`config.mk`:
```
export PLATFORM = sky130hd
export DESIGN_NAME = uart_rx
export DESIGN_NICKNAME = d
export VERILOG_FILES = /design/src/rtl/uart_pkg.sv /design/src/rtl/uart_sync2.sv /design/src/rtl/uart_rx.sv
export SDC_FILE = /design/constraint.sdc
export NUM_CORES = 1
export LEC_CHECK = 0
export ABC_AREA = 1
export CORE_MARGIN = 1
export CORE_UTILIZATION = 48
export CTS_CLUSTER_DIAMETER = 50
export CTS_CLUSTER_SIZE = 30
export DETAILED_ROUTE_END_ITERATION = 10
export PLACE_DENSITY_LB_ADDON = 0.3
export SLEW_MARGIN = 20
export SYNTH_ARGS = -nofsm -noshare
export SYNTH_HDL_FRONTEND = slang
export SYNTH_SLANG_ARGS = --single-unit
```
`constraint.sdc`:
```
create_clock -name clk -period 1.8 [get_ports clk]
set_input_delay 0.18 -clock clk [delete_from_list [all_inputs] [get_ports clk]]
set_output_delay 0.18 -clock clk [all_outputs]
set_load 0.03 [all_outputs]
```
`src/rtl/uart_pkg.sv`:
```
// Shared UART definitions: frame geometry, receiver state encoding and baud helper.
package uart_pkg;

  localparam int DATA_BITS = 8;
  localparam int STOP_BITS = 1;

  typedef enum logic [2:0] {
    IDLE,
    START,
    DATA,
    PARITY,
    STOP,
    BREAK
  } rx_state_t;

  function automatic int bit_cycles(input int clk_freq, input int baud);
    return clk_freq / baud;
  endfunction

endpackage

```
`src/rtl/uart_sync2.sv`:
```
// Two-flop synchronizer for an asynchronous input that idles high.
module uart_sync2 (
  input  logic clk,
  input  logic rst_n,
  input  logic d,
  output logic q
);

  logic meta;

  always_ff @(posedge clk or negedge rst_n) begin
    if (!rst_n) begin
      meta <= 1'b1;
      q    <= 1'b1;
    end else begin
      meta <= d;
      q    <= meta;
    end
  end

endmodule

```
`src/rtl/uart_rx.sv`:
```
// UART receiver: mid-bit sampling deframer with optional parity and a valid/ready byte output.
// Output handshake: o_vld and its payload hold steady until a cycle with o_vld=1 and i_rdy=1.
module uart_rx
  import uart_pkg::*;
#(
  parameter string PARITY_CHECK = "NONE",
  parameter int    CLK_FREQ     = 50000000,
  parameter int    RX_FREQ      = 9600
) (
  input  logic       clk,
  input  logic       rst,
  input  logic       rx,
  input  logic       i_rdy,
  output logic       o_vld,
  output logic [7:0] o_data,
  output logic       o_parity_err,
  output logic       o_frame_err,
  output logic       o_overrun,
  output logic [2:0] dbg_state
);

  localparam int BIT_CYC = bit_cycles(CLK_FREQ, RX_FREQ);
  localparam int CW      = $clog2(BIT_CYC);
  localparam bit PAR_EN  = (PARITY_CHECK != "NONE");
  localparam bit PAR_ODD = (PARITY_CHECK == "ODD");
  localparam logic [CW-1:0] CNT_FULL = CW'(BIT_CYC - 1);
  localparam logic [CW-1:0] CNT_HALF = CW'(BIT_CYC / 2 - 1);

  if (PARITY_CHECK != "NONE" && PARITY_CHECK != "ODD" && PARITY_CHECK != "EVEN") begin : g_bad_parity
    $fatal(1, "uart_rx: PARITY_CHECK must be NONE, ODD or EVEN");
  end
  if (BIT_CYC < 4) begin : g_bad_baud
    $fatal(1, "uart_rx: CLK_FREQ/RX_FREQ must be at least 4");
  end

  rx_state_t       state, state_n;
  logic            rx_s;
  logic [CW-1:0]   cnt;
  logic [3:0]      bit_idx;
  logic [7:0]      shreg;
  logic            par_err;
  logic            tick;
  logic            load_half, load_full, shift_en, par_en, frame_start, complete;

  uart_sync2 u_sync (
    .clk  (clk),
    .rst_n(rst),
    .d    (rx),
    .q    (rx_s)
  );

  assign tick      = (cnt == '0);
  assign dbg_state = state;

  always_ff @(posedge clk or negedge rst) begin
    if (!rst) state <= IDLE;
    else      state <= state_n;
  end

  always_comb begin
    state_n = state;
    unique case (state)
      IDLE:    if (!rx_s) state_n = START;
      START:   if (tick) state_n = rx_s ? IDLE : DATA;
      DATA:    if (tick && bit_idx == 4'(DATA_BITS - 1)) state_n = PAR_EN ? PARITY : STOP;
      PARITY:  if (tick) state_n = STOP;
      // Leaving at mid-stop-bit leaves half a bit of slack for the next start edge.
      STOP:    if (tick) state_n = rx_s ? IDLE : BREAK;
      BREAK:   if (rx_s) state_n = IDLE;
      default: state_n = IDLE;
    endcase
  end

  always_comb begin
    load_half   = 1'b0;
    load_full   = 1'b0;
    shift_en    = 1'b0;
    par_en      = 1'b0;
    frame_start = 1'b0;
    complete    = 1'b0;
    unique case (state)
      IDLE:   load_half = !rx_s;
      START: begin
        frame_start = tick && !rx_s;
        load_full   = tick && !rx_s;
      end
      DATA: begin
        shift_en  = tick;
        load_full = tick;
      end
      PARITY: begin
        par_en    = tick;
        load_full = tick;
      end
      STOP:    complete = tick;
      default: ;
    endcase
  end

  always_ff @(posedge clk or negedge rst) begin
    if (!rst) begin
      cnt     <= '0;
      bit_idx <= '0;
      shreg   <= '0;
      par_err <= 1'b0;
    end else begin
      if (load_half)      cnt <= CNT_HALF;
      else if (load_full) cnt <= CNT_FULL;
      else if (!tick)     cnt <= cnt - 1'b1;

      if (frame_start) begin
        bit_idx <= '0;
        par_err <= 1'b0;
      end else if (shift_en) begin
        bit_idx <= bit_idx + 4'd1;
        shreg   <= {rx_s, shreg[7:1]};
      end else if (par_en && PAR_EN) begin
        par_err <= PAR_ODD ? (rx_s != ~^shreg) : (rx_s != ^shreg);
      end
    end
  end

  // A frame completing while the previous byte is still unaccepted is dropped.
  always_ff @(posedge clk or negedge rst) begin
    if (!rst) begin
      o_vld        <= 1'b0;
      o_data       <= '0;
      o_parity_err <= 1'b0;
      o_frame_err  <= 1'b0;
      o_overrun    <= 1'b0;
    end else begin
      o_overrun <= complete && o_vld && !i_rdy;
      if (complete && (!o_vld || i_rdy)) begin
        o_vld        <= 1'b1;
        o_data       <= shreg;
        o_parity_err <= par_err;
        o_frame_err  <= ~rx_s;
      end else if (o_vld && i_rdy) begin
        o_vld <= 1'b0;
      end
    end
  end

endmodule
```
==> flow_metrics.tcl, run 1 <==
set metrics [dict create \
    status "finished, final reports clean" \
    tns_ns 0 \
    place_area_sq_um 2320 \
    nets 272 \
    drv_slew 0 \
    grt_pass1_wl_mm 6.92 \
    ios 19 \
    worstPathArrival_ns 1.51 \
    routed_via_density 5.11 \
    final_cells 317 \
    clock_skew_ns 0.00806 \
    synth_top_area_share_pct 46.2 \
    power.total_w 0.00156 \
    initial_core_util_pct 51.3 \
    design_area_sq_um 2460 \
    syn_to_final_growth_pct 16.6 \
    overflow 0 \
    clock_tree.root_cell "clkbuf_8" \
    cts.sinks 41 \
    fin_crit_ns 1.69 \
    ys_seq_area_share_pct 48.7 \
    htreeDepth 2 \
    clk_latency_ns 0.29 \
    path_max_fanout 5 \
    die_h_um 68.3 \
    p_per_area_nw_per_um2 635 \
    antennaDiodeCount 0 \
    critical_path_class "flip-flop to output pin" \
    synth_fa_ha_area_share_pct 1.19 \
    grt_usage_pct 20.0 \
    grt_pass1_vias 1549 \
    synth-compound-area-share_pct 11.6 \
    hold_violations 0 \
    synth_top_family_by_area "simple AND/OR/NAND/NOR gates" \
    yosysTopAreaCell "dfrtp_1" \
    dp_hpwl_mm 2.92 \
    firstDrtPassIters 4 \
    hold_path.class "primary input to flip-flop" \
    avgRoutedWirePerCell_um 12.6 \
    timing.fmax_mhz 591 \
    end_kind "output pin" \
    start_kind "flip-flop" \
    drive_above_1_share_pct 19.1 \
    avgSynthCellArea_sq_um 8.76 \
    vias 1620 \
    synth-simple-area-share_pct 27.4 \
    mappedNetlistArea_sq_um 2110 \
    cts_tree "built" \
    place_congestion 0.890 \
    crit_chain "clkdlybuf4s50_1" \
    clockBufferDepth 2 \
    setup_violations 0 \
    crit_slowest_cell "clkdlybuf4s50_1" \
    yosysWarnings 0 \
    critPathTopFamily "buffers and inverters" \
    die-area_sq_um 4670 \
    cap_violations 0 \
    ys_top_cells_by_area "dfrtp_1 46%, nand2_1 11%, inv_1 4.6%" \
    crit_required_ns 1.62 \
    synthXorXnorAreaFrac_pct 2.07 \
    initialDrtViolationCount 194 \
    synth_seq_cells 41 \
    slowest_delay_ns 0.72 \
    postRouteAntennaNets 0 \
    p_leak_nw 1.25 \
    ys_types 33 \
    synth_fp_nets 247 \
    drc 0 \
    path_buf_inv 1 \
    rows 23 \
    dp.cells 306 \
    fin_crit_sh_pct 94.0 \
    cts_buffers 5 \
    path_clk_slew_ns 0.08 \
    syn_inst 241 \
    core_sq_um 4120 \
    final_core_util_pct 59.8 \
    irDropWorstVdd_uv 474 \
    synth_mux_area_share_pct 0 \
    wl_mm 4.01 \
    antenna_found_initial 0 \
    portBuffers 17 \
    dieWidth_um 68.3 \
    grt_max_degree 25 \
    rsz0062_at_grt "no" \
]
## final timing paths
check | start | endpoint | slack [ns] | cells after the start
setup / recovery | dbg_state[0] | dbg_state[0] | 0.11 | 1
hold / removal | rx | u_sync.meta | 0.28 | 1
setup reg to reg | cnt[0] | o_data[2] | 0.16 | 10
hold reg to reg | u_sync.meta | u_sync.q | 0.36 | 0
max in group asynchronous | rst | u_sync.q | 0.91 | 3
min in group asynchronous | rst | cnt[1] | 0.35 | 2
## flip-flops by register name, summed over array words and instances (netlist names)
| name | flops |
|---|---|
| cnt | 13 |
| o_data | 8 |
| shreg | 8 |
| bit_idx | 4 |
| dbg_state | 3 |
| o_frame_err | 1 |
| o_overrun | 1 |
| o_vld | 1 |
| u_sync.meta | 1 |
| u_sync.q | 1 |
## layout by cell type (no fill, tap or decap), types with 2 or more instances in the layout
cell type | netlist | final
clkbuf_8 | 1 | 5
nor2_4 | 4 | 4
nand2_1 | 60 | 59
nor2_1 | 22 | 22
nor3_1 | 4 | 4
clkinv_2 | 0 | 2
buf_4 | 2 | 3
xor2_1 | 2 | 2
dfstp_2 | 2 | 2
nand3_1 | 14 | 14
a21oi_1 | 10 | 10
nand2_4 | 2 | 2
clkdlybuf4s50_1 | 0 | 15
nor2_2 | 3 | 3
nand2_2 | 1 | 2
inv_1 | 26 | 26
xnor2_1 | 3 | 3
inv_2 | 5 | 5
o22ai_1 | 2 | 2
buf_12 | 1 | 3
o21ai_0 | 14 | 14
dfrtp_1 | 39 | 39
o21ai_2 | 10 | 9
## stage by stage
| stage | setup slack [ns] | hold slack, ns |
|---|---|---|
| floorplan | 0.226 | -0.116 |
| global placement | 0.0545 | 0.139 |
| detailed placement | -0.00505 | 0.145 |
| CTS | 0.00436 | 0.277 |
| global route | 0.0179 | 0.288 |
| finish | 0.107 | 0.283 |
## cells in the mapped netlist
library cell  count
nand2_1          60
a21oi_1          10
o31ai_1           1
nand2_4           2
o211ai_1          1
nand3b_4          1
clkbuf_8          1
o21ai_0          14
nor2_2            3
buf_4             2
o22ai_1           2
inv_2             5
nor2_4            4
nand3_1          14
nand2_2           1
dfstp_2           2
buf_6             2
nand4_4           1
a21oi_2           1
inv_1            26
xnor2_1           3
dfrtp_1          39
o21ai_2          10
nor3_2            1
nor2_1           22
buf_12            1
or2_2             1
nand3_2           1
xor2_1            2
conb_1            1
nor2_8            1
ha_1              2
nor3_1            4
## layout make-up
cell class | count | area, sq um
clock inverter | 3 | 17.5
inverter | 31 | 116
sequential | 41 | 1030
fill | 370 | 1650
tap | 50 | 62.6
clock buffer | 5 | 68.8
timing repair buffer | 24 | 260
multi-input combinational | 163 | 907
## metal layers
layer,vias up,GRT usage (%),share of wire (%)
li1,806,-,-
met3,5,5.33,5.5
met2,57,29.8,45
met4,0,6.51,0.82
met1,752,28.0,49
met5,-,0,0
## where the power goes
part	internal [W]	switching [W]	leakage, nW
Sequential	0.000924	0.00000383	0.514
Clock	0.000268	0.000328	0.0439
Combinational	0.0000121	0.0000254	0.687
Total	0.00120	0.000357	1.25
## kinds of logic after synthesis
| kind of cell | Yosys count |
|---|---|
| AOI/OAI and AO/OA | 39 |
| xor gates and xnor gates | 5 |
| adders and majority gates | 2 |
| buffers and inverters | 37 |
| DFF | 41 |
| other | 1 |
| and+or+nand+nor | 116 |
## what timing repair did
item,in CTS,in global routing
hold buffers,1,0
hold endpoints to repair,17,0
buffers inserted,2,0
gates resized for setup,0,4
setup endpoints to repair,2,11
No activity file was read; power rests on OpenSTA's default activity.
==> run 2, diff against run 1 <==
CORE_UTILIZATION = 55   (was 48)
SETUP_SLACK_MARGIN = 0.1   (was unset)
==> run 2 against run 1 <==
Cell count increased by 0.95%; clock skew fell by 0.0022 ns; via count grew 2.4%; clock power up 7.6%; sequential power hardly changed; core utilization rose by 9.4 points; critical endpoint is now o_frame_err; non-clock buffer count increased by 5; power grew 2.7%; critical path depth increased by 9.
==> flow_metrics.tcl, run 2 (synthesis gave the netlist of run 1 again) <==
set metrics [dict create \
    grtUsageMet3_pct 5.18 \
    dieWidth_um 64.0 \
    p_seq_share_pct 57.9 \
    tightest_slew_ns 0.501 \
    top_register "cnt" \
    p_leak_nw 1.26 \
    worstPathArrival_ns 1.86 \
    avgRoutedWirePerCell_um 12.5 \
    clock_tree.root_cell "clkbuf_8" \
    cap_violations 0 \
    path_buf_inv 2 \
    max-slew-margin-rel_pct 66.6 \
    grt.busiest_layer "met2" \
    tns_ns 0 \
    status "finished, final reports clean" \
    timing.fmax_mhz 593 \
    hold_path.class "primary input to flip-flop" \
    fin_crit_sh_pct 93.6 \
    clockBufferDepth 2 \
    setup_violations 0 \
    path_clk_slew_ns 0.08 \
    htreeDepth 2 \
    ios 19 \
    place_congestion 0.847 \
    final_cells 320 \
    drv_slew 0 \
    fin_crit_ns 1.69 \
    dp_hpwl_mm 2.81 \
    switching_share_pct 20.2 \
    clock_skew_ns 0.00585 \
    fin_hold_ws_ns 0.294 \
    critical_path_class "flip-flop to flip-flop" \
    drc 0 \
    rsz0062_at_grt "yes" \
    fillers 280 \
    place_area_sq_um 2290 \
    gr-usage-met1_pct 30.2 \
    design_area_sq_um 2530 \
    crit_required_ns 1.98 \
    p_per_area_nw_per_um2 633 \
    slowest_delay_ns 0.41 \
    grt_usage_pct 22.0 \
    grt_pass1_vias 1524 \
    grt_util_met2_pct 31.3 \
    antennaDiodeCount 0 \
    die-area_sq_um 4090 \
    crit_chain "inv_2 -> ha_4 -> nand2_4 -> nor2_4 -> nand2_4 -> nor2_8 -> nand4_4 -> buf_8 -> nand2_2 -> o21ai_2" \
    portBuffers 17 \
    start_kind "flip-flop" \
    initialDrtViolationCount 118 \
    clkPwrFrac_pct 40.0 \
    final_core_util_pct 69.2 \
    crit_top_cell "nand2_4" \
    vias 1659 \
    nets 277 \
    switchingPower_w 0.000323 \
    irDropWorstVdd_uv 514 \
    path_max_fanout 7 \
    die_h_um 64.0 \
    hold_violations 0 \
    end_kind "flip-flop" \
    dp.cells 304 \
    clk_latency_ns 0.29 \
    grt_pass1_wl_mm 6.69 \
    postRouteAntennaNets 0 \
    wl_mm 4.01 \
    final_common_cell "nand2_1" \
    pwr-share-comb_pct 2.1 \
    core_sq_um 3660 \
    largest_register_ffs 13 \
    top_regs "cnt x13, o_data x8, shreg x8" \
    drive_above_1_share_pct 25.4 \
    overflow 0 \
    cts.sinks 41 \
    cts_tree "built" \
    syn_to_final_growth_pct 20.0 \
    cts_buffers 5 \
    p_int_w 0.00128 \
    rows 22 \
    routed_via_density 5.18 \
    critPathTopFamily "simple AND/OR/NAND/NOR gates" \
    firstDrtPassIters 4 \
    initial_core_util_pct 57.7 \
    layout_common_cells "50 x nand2_1, 39 x dfrtp_1, 24 x inv_1" \
    crit_slowest_cell "dfrtp_1" \
    antenna_found_initial 0 \
    grt_max_degree 42 \
]
run 2: through the flow:
stage | setup WS [ns] | power (W)
floorplan | 0.226 | 0.000960
global placement | 0.0576 | 0.000979
detailed placement | -0.0369 | 0.000980
CTS | 0.112 | 0.00162
global route | 0.0675 | 0.00167
finish | 0.115 | 0.00160
run 2: what timing repair did:
item,in CTS,in global routing
pin swaps,0,6
setup endpoints to repair,15,31
endpoints found under the hold margin,39,0
hold buffers,1,0
resized for setup,2,23
buffers inserted,3,4
run 2: path summary, 6_finish.rpt:
| check | from | endpoint | slack (ns) | depth (start not counted) |
|---|---|---|---|---|
| max | cnt[1] | o_frame_err | 0.11 | 10 |
| min | rx | u_sync.meta | 0.29 | 1 |
| max reg2reg | cnt[1] | o_frame_err | 0.11 | 10 |
| min reg2reg | u_sync.meta | u_sync.q | 0.36 | 0 |
| max in group asynchronous | rst | u_sync.meta | 0.95 | 3 |
| min in group asynchronous | rst | cnt[4] | 0.46 | 3 |
run 2: final cells by class:
cell class	count	area (sq um)	area share [%]
clock inverter	1	5.00	0.198
clock buffer	7	96.3	3.80
multi-input combinational	163	955	37.7
timing repair buffer	29	272	10.7
tap	48	60.1	2.37
sequential	41	1030	40.6
inverter	31	116	4.59
run 2: power by group through the flow:
stage | clock, W | combinational, W | sequential [W]
final | 0.000641 | 0.0000334 | 0.000929
after global routing | 0.000701 | 0.0000383 | 0.000929
after CTS | 0.000657 | 0.0000347 | 0.000928
after detailed placement | 0 | 0.0000331 | 0.000946
after global placement | 0 | 0.0000329 | 0.000946
after floorplan | 0 | 0.0000157 | 0.000944
run 2: routing by layer:
layer,vias to the layer above,wire (um)
li1,820,-
met1,772,1880
met2,50,1820
met3,17,169
met4,0,138
met5,-,0
==> run 3, diff against run 2 <==
GPL_ROUTABILITY_DRIVEN = 0   (was unset)
==> results of run 3 <==
The final DEF is identical to that of run 2; final timing and power are the same.
